### config.mk
export PLATFORM = sky130hd
export DESIGN_NAME = apb_slave_regs
export DESIGN_NICKNAME = d
export VERILOG_FILES = /design/src/rtl/apb_slave_pkg.sv /design/src/rtl/apb_wait_ctr.sv /design/src/rtl/apb_slave_regs.sv
export SDC_FILE = /design/constraint.sdc
export NUM_CORES = 1
export LEC_CHECK = 0
export CAP_MARGIN = 20
export CORE_MARGIN = 1.5
export CORE_UTILIZATION = 45
export CTS_BUF_LIST = sky130_fd_sc_hd__clkbuf_4 sky130_fd_sc_hd__clkbuf_8
export CTS_CLUSTER_SIZE = 24
export DETAILED_ROUTE_END_ITERATION = 10
export PLACE_DENSITY = 0.65
export REMOVE_ABC_BUFFERS = 1
export SYNTH_ARGS = -nofsm -noshare
export SYNTH_HDL_FRONTEND = slang
export SYNTH_SLANG_ARGS = --single-unit
### constraint.sdc
create_clock -name HCLK -period 11.8 [get_ports HCLK]
set_input_delay 3.54 -clock HCLK [delete_from_list [all_inputs] [get_ports HCLK]]
set_output_delay 3.54 -clock HCLK [all_outputs]
set_load 0.02 [all_outputs]
### src/rtl/apb_slave_pkg.sv
// Shared constants and types for the APB register-bank completer.
package apb_slave_pkg;

  localparam int NUM_RW = 6;

  localparam logic [4:0] REG0    = 5'h00;
  localparam logic [4:0] REG1    = 5'h04;
  localparam logic [4:0] REG2    = 5'h08;
  localparam logic [4:0] REG3    = 5'h0C;
  localparam logic [4:0] REG4    = 5'h10;
  localparam logic [4:0] REG5    = 5'h14;
  localparam logic [4:0] ID_OFF  = 5'h18;
  localparam logic [4:0] CNT_OFF = 5'h1C;

  localparam logic [31:0] DEFAULT_ID = 32'hA2B0_0001;

  typedef enum logic {IDLE, ACCESS} state_e;

endpackage

### src/rtl/apb_wait_ctr.sv
// Loadable 4-bit down-counter that counts out access-phase wait states.
module apb_wait_ctr (
  input  logic       clk,
  input  logic       rst,
  input  logic       load,
  input  logic [3:0] load_val,
  input  logic       en,
  output logic       zero
);

  logic [3:0] cnt_q;

  always_ff @(posedge clk or posedge rst) begin
    if (rst)                     cnt_q <= 4'd0;
    else if (load)               cnt_q <= load_val;
    else if (en && cnt_q != 4'd0) cnt_q <= cnt_q - 4'd1;
  end

  assign zero = (cnt_q == 4'd0);

endmodule

### src/rtl/apb_slave_regs.sv
// APB completer: six RW registers, RO ID and RO transfer counter, with
// programmable wait states and PSLVERR on bad address / RO writes.
module apb_slave_regs
  import apb_slave_pkg::*;
#(
  parameter int          WAIT_STATES = 0,
  parameter logic [31:0] ID_VALUE    = DEFAULT_ID,
  parameter logic [31:0] RW_RESET    = 32'h0000_0000
) (
  input  logic        HCLK,
  input  logic        HRESET,
  input  logic        PSEL,
  input  logic        PENABLE,
  input  logic        PWRITE,
  input  logic [15:0] PADDR,
  input  logic [31:0] PWDATA,
  output logic [31:0] PRDATA,
  output logic        PREADY,
  output logic        PSLVERR,
  output logic [31:0] ctrl_out
);

  localparam logic [3:0] WS = 4'(WAIT_STATES);

  state_e      state_q, state_d;
  logic [31:0] rw_q [NUM_RW];
  logic [31:0] xfer_cnt_q;
  logic [31:0] rdata_mux;
  logic        setup, access_ph, wait_zero, ctr_load;
  logic        ready_int, violation, err, wr_commit;

  assign setup     = PSEL && !PENABLE;
  assign access_ph = PSEL && PENABLE;
  assign err       = (PADDR[1:0] != 2'b00) || (PADDR[15:5] != 11'd0) ||
                     (PWRITE && (PADDR[4:0] == ID_OFF || PADDR[4:0] == CNT_OFF));

  apb_wait_ctr u_wait (
    .clk      (HCLK),
    .rst      (HRESET),
    .load     (ctr_load),
    .load_val (WS),
    .en       (state_q == ACCESS),
    .zero     (wait_zero)
  );

  always_ff @(posedge HCLK or posedge HRESET) begin
    if (HRESET) state_q <= IDLE;
    else        state_q <= state_d;
  end

  always_comb begin
    state_d   = state_q;
    ctr_load  = 1'b0;
    ready_int = 1'b0;
    violation = 1'b0;
    case (state_q)
      IDLE: begin
        // Enable without a setup cycle: complete with error so the master cannot hang.
        violation = access_ph;
        if (setup) begin
          state_d  = ACCESS;
          ctr_load = 1'b1;
        end
      end
      ACCESS: begin
        ready_int = access_ph && wait_zero;
        if (!PSEL || ready_int) state_d = IDLE;
        else if (setup)         ctr_load = 1'b1;
      end
      default: state_d = IDLE;
    endcase
    PREADY  = !HRESET && (ready_int || violation);
    PSLVERR = !HRESET && ((ready_int && err) || violation);
    PRDATA  = (!HRESET && ready_int && !PWRITE && !err) ? rdata_mux : 32'd0;
  end

  assign wr_commit = ready_int && PWRITE && !err;

  always_comb begin
    rdata_mux = 32'd0;
    case (PADDR[4:0])
      REG0:    rdata_mux = rw_q[0];
      REG1:    rdata_mux = rw_q[1];
      REG2:    rdata_mux = rw_q[2];
      REG3:    rdata_mux = rw_q[3];
      REG4:    rdata_mux = rw_q[4];
      REG5:    rdata_mux = rw_q[5];
      ID_OFF:  rdata_mux = ID_VALUE;
      CNT_OFF: rdata_mux = xfer_cnt_q;
      default: rdata_mux = 32'd0;
    endcase
  end

  for (genvar i = 0; i < NUM_RW; i++) begin : g_rw
    always_ff @(posedge HCLK or posedge HRESET) begin
      if (HRESET)                                 rw_q[i] <= RW_RESET;
      else if (wr_commit && PADDR[4:2] == 3'(i)) rw_q[i] <= PWDATA;
    end
  end

  // Counts every completion, errored or not; reads see the pre-increment value.
  always_ff @(posedge HCLK or posedge HRESET) begin
    if (HRESET)         xfer_cnt_q <= 32'd0;
    else if (ready_int) xfer_cnt_q <= xfer_cnt_q + 32'd1;
  end

  assign ctrl_out = rw_q[0];

endmodule

==> key figures <==
Placed design
  • Port Buffer Count: between 100 and 150
  • Final HPWL DP: around 18,000 µm
  • Worst slack at placement: about 1400 ps
  • Placed cell area: between 10,000 and 15,000 µm²
  • Routability cong.: around 0.85

Routing
  • Remaining DRCs: 0
  • Vias per Instance: roughly 5.5
  • Met1 Wirelength: 13,200 µm
  • Via count: roughly 7.4k
  • Initial DRC Count: 416
  • Wire length on met3: roughly 1500 µm
  • WL final: around 28,000 µm
  • Per-cell routed wire length: 21.2 µm
  • Max layer used: met4
  • Antenna-violating nets left: 0
  • DR WL met2: between 10,000 and 15,000 µm
  • First-pass DRT Iterations: 5

Global route
  • Gr ovfl total: 0
  • Antenna violations before repair: 0
  • Vias in the first global route: 7,670
  • Global Route Usage Sum: about 22%
  • First-pass GRT wire length: between 40,000 and 50,000 µm
  • Largest net degree at the start of global routing: 86

Setup path
  • Crit-path cells: clkdlybuf4s50_1 > buf_4 > nor3_1 > buf_4 > nand2_1 > nor2_1 > a221oi_1 > a31oi_1 > clkdlybuf4s50_1
  • Critical-path top delay cell: clkdlybuf4s50_1
  • Bufs and invs on worst path: 4
  • Crit end category: primary output
  • Worst R2R Start: u_wait.cnt_q[0]
  • Worst EP arrival: just under 7000 ps
  • Worst Setup Start Kind: input port
  • Cells on worst reg2reg path: 7
  • Crit-path max FO: 14
  • R2R Setup Slk: 8650 ps
  • CP Data Required Time: slightly above 8000 ps
  • CP Class: in2out
  • R2r endpoint: rw_q[83]
  • CP top delay family: buffers and inverters
  • Worst path max stage delay: just under 800 ps

Finish
  • Nets: ~1.0k
  • Filler Cell Count: between 2k and 2.5k
  • Fin area: ~14,000 µm²
  • FF+latch area: 5730 µm²
  • Area of the multi-input gates: approximately 5100 µm²
  • Share of post-route cells with drive strength above 1: 33.0%
  • Most frequent cells in the layout: dfrtp_1, mux2_2, clkdlybuf4s50_1
  • Commonest non-fill, non-tap cell in the layout: dfrtp_1
  • # diodes: 0
  • Layout area overhead: 19.1%

Clocking
  • Sink Count: roughly 230
  • Reg clk slew, reported paths: 60 ps
  • Clock tree buffer depth: 3
  • Postcts setup bufs: 0
  • TritonCTS Buffers: between 40 and 50
  • Clock Tree Root: clkbuf_8
  • CTS Hold Bufs: 0
  • CTS tree: built
  • H-tree Lvls: 2
  • Skew-Pair Late Insertion Delay: between 500 and 600 ps
  • PostCTS Resize Cnt: 0

Timing
  • Period Utilization, post-route: roughly 88%
  • Setup TNS Final: 0 ps
  • Slew margin rel.: between 30% and 40%
  • Max Clk Rate: 96.5 MHz
  • Worst clock skew: 39.5 ps
  • Setup-failing EPs final: 0
  • Final worst slack: 1430 ps
  • Hold Violations, Final: 0
  • RSZ-0062 raised after global routing: no
  • Final Slew Violations: 0
  • Worst-Margin Slew: just over 1000 ps
  • Tmin final: between 10,000 and 15,000 ps

Die
  • IO Count: roughly 120
  • Die Y: between 150 and 200 µm
  • Rows: 58
  • Core box area: 25,000 µm²
  • Die area: roughly 26,000 µm²
  • Initial Util: a little under half
  • DIE WIDTH: between 150 and 200 µm

Synth
  • Synth unique cells: 55
  • Synth Flop Type: dfrtp_1
  • Yosys warns: 0
  • Synthesized area per cell: approximately 13 µm²
  • Ys async rst share: 100%
  • Synth Cell Area: approximately 11,000 µm²
  • Post-Syn Instances: approximately 900
  • Seq/Total Area, Yosys: 50.3%
  • Seq cells post-synth: around 230
  • Number of flops mapped to enable cells by yosys: 0

Outcome
  • Outcome: complete, no violations

Power and ir drop
  • Peak supply drop: between 0.07 and 0.08 mV
  • Pwr Density: between 100 and 150 nW/µm²
  • Pleak: between 6 and 7 nW

Min path
  • Hold endpoint: xfer_cnt_q[31]
  • Worst hold path depth: 1
  • Hold Path Class: reg2reg
  • Hold Crit Start: xfer_cnt_q[31]

Flow run
  • Max cap viols: 0
## cell type report
class	count	share of cell area, %
clock inverter	9	0.886
sequential	229	42.3
inverter	8	0.277
tap	330	3.05
multi-input combinational	560	37.9
timing repair buffer	140	10.0
clock buffer	61	5.59
## routing by layer
metal,vias up,track usage [%]
met5,-,0
met4,0,5.09
met3,41,3.88
met2,189,35.9
met1,3800,31.2
li1,3367,-
## per-stage QoR
stage               cells  hold slack [ps]  util, %  power (mW)
floorplan             797              442        -       0.875
detailed placement   1265              465     50.6       0.937
global placement     1264              468     50.5       0.935
global route         1337              510     54.2        1.78
finish               1337              476     54.2        1.72
CTS                  1335              476     54.1        1.74
## registers in the layout (all words and copies together) (netlist names)
signal / count
ctrl_out: 32
rw_q: 160
state_q: 1
u_wait.cnt_q: 4
xfer_cnt_q: 32
## cells in the mapped netlist (3+ instances only)
master      n  area, µm²
dfrtp_1   229       5730
mux2_2    130       1460
mux2_4     90       1350
nand2_1    52        195
a21oi_1    33        165
buf_4      32        240
nor2_1     30        113
clkbuf_1   29        109
a22oi_1    27        203
mux2i_1    23        230
xnor2_1    22        193
nand3_1    16       80.1
nor3_1     12       60.1
xor2_1     12        105
nor2b_1    11       68.8
a31oi_1     9       56.3
buf_6       9        101
nand4_1     9       56.3
o21ai_0     9       45.0
inv_1       8       30.0
a221oi_1    7       61.3
and2_1      6       37.5
buf_2       6       30.0
mux4_2      6        135
nor4_1      6       37.5
a222oi_1    5       50.1
a32oi_1     4       35.0
buf_1       4       15.0
o221ai_1    3       26.3
o22ai_1     3       18.8
or3_1       3       18.8
## worst max-delay path by stage
stage	startpoint	endpoint	slack (ps)	cells after the start
2_1_floorplan	HRESET	ctrl_out[0]	1980	1
3_3_place_gp	PADDR[4]	PRDATA[26]	1440	6
3_5_place_dp	PADDR[4]	PRDATA[26]	1430	6
4_1_cts	PADDR[4]	PRDATA[26]	1420	6
5_1_grt	PADDR[4]	PRDATA[26]	1330	9
6_report	PADDR[4]	PRDATA[28]	1430	9
## power breakdown
| group | switching, mW | total [mW] | internal (mW) |
|---|---|---|---|
| clock network | 0.336 | 0.793 | 0.457 |
| registers | 0.0114 | 0.808 | 0.796 |
| logic | 0.0726 | 0.115 | 0.0424 |
## cell families (layout without fill, tap and decap cells)
group / count (synthesis) / in the layout / share of synthesized area (%)
mux: 249 / 249 / 27.9
flops: 229 / 229 / 50.3
simple gates: 170 / 170 / 8.11
compound gates: 105 / 105 / 6.19
buf+inv: 88 / 218 / 4.61
xor+xnor: 34 / 34 / 2.62
fa+ha+maj: 2 / 2 / 0.220
(Power assumes the default switching activity.)
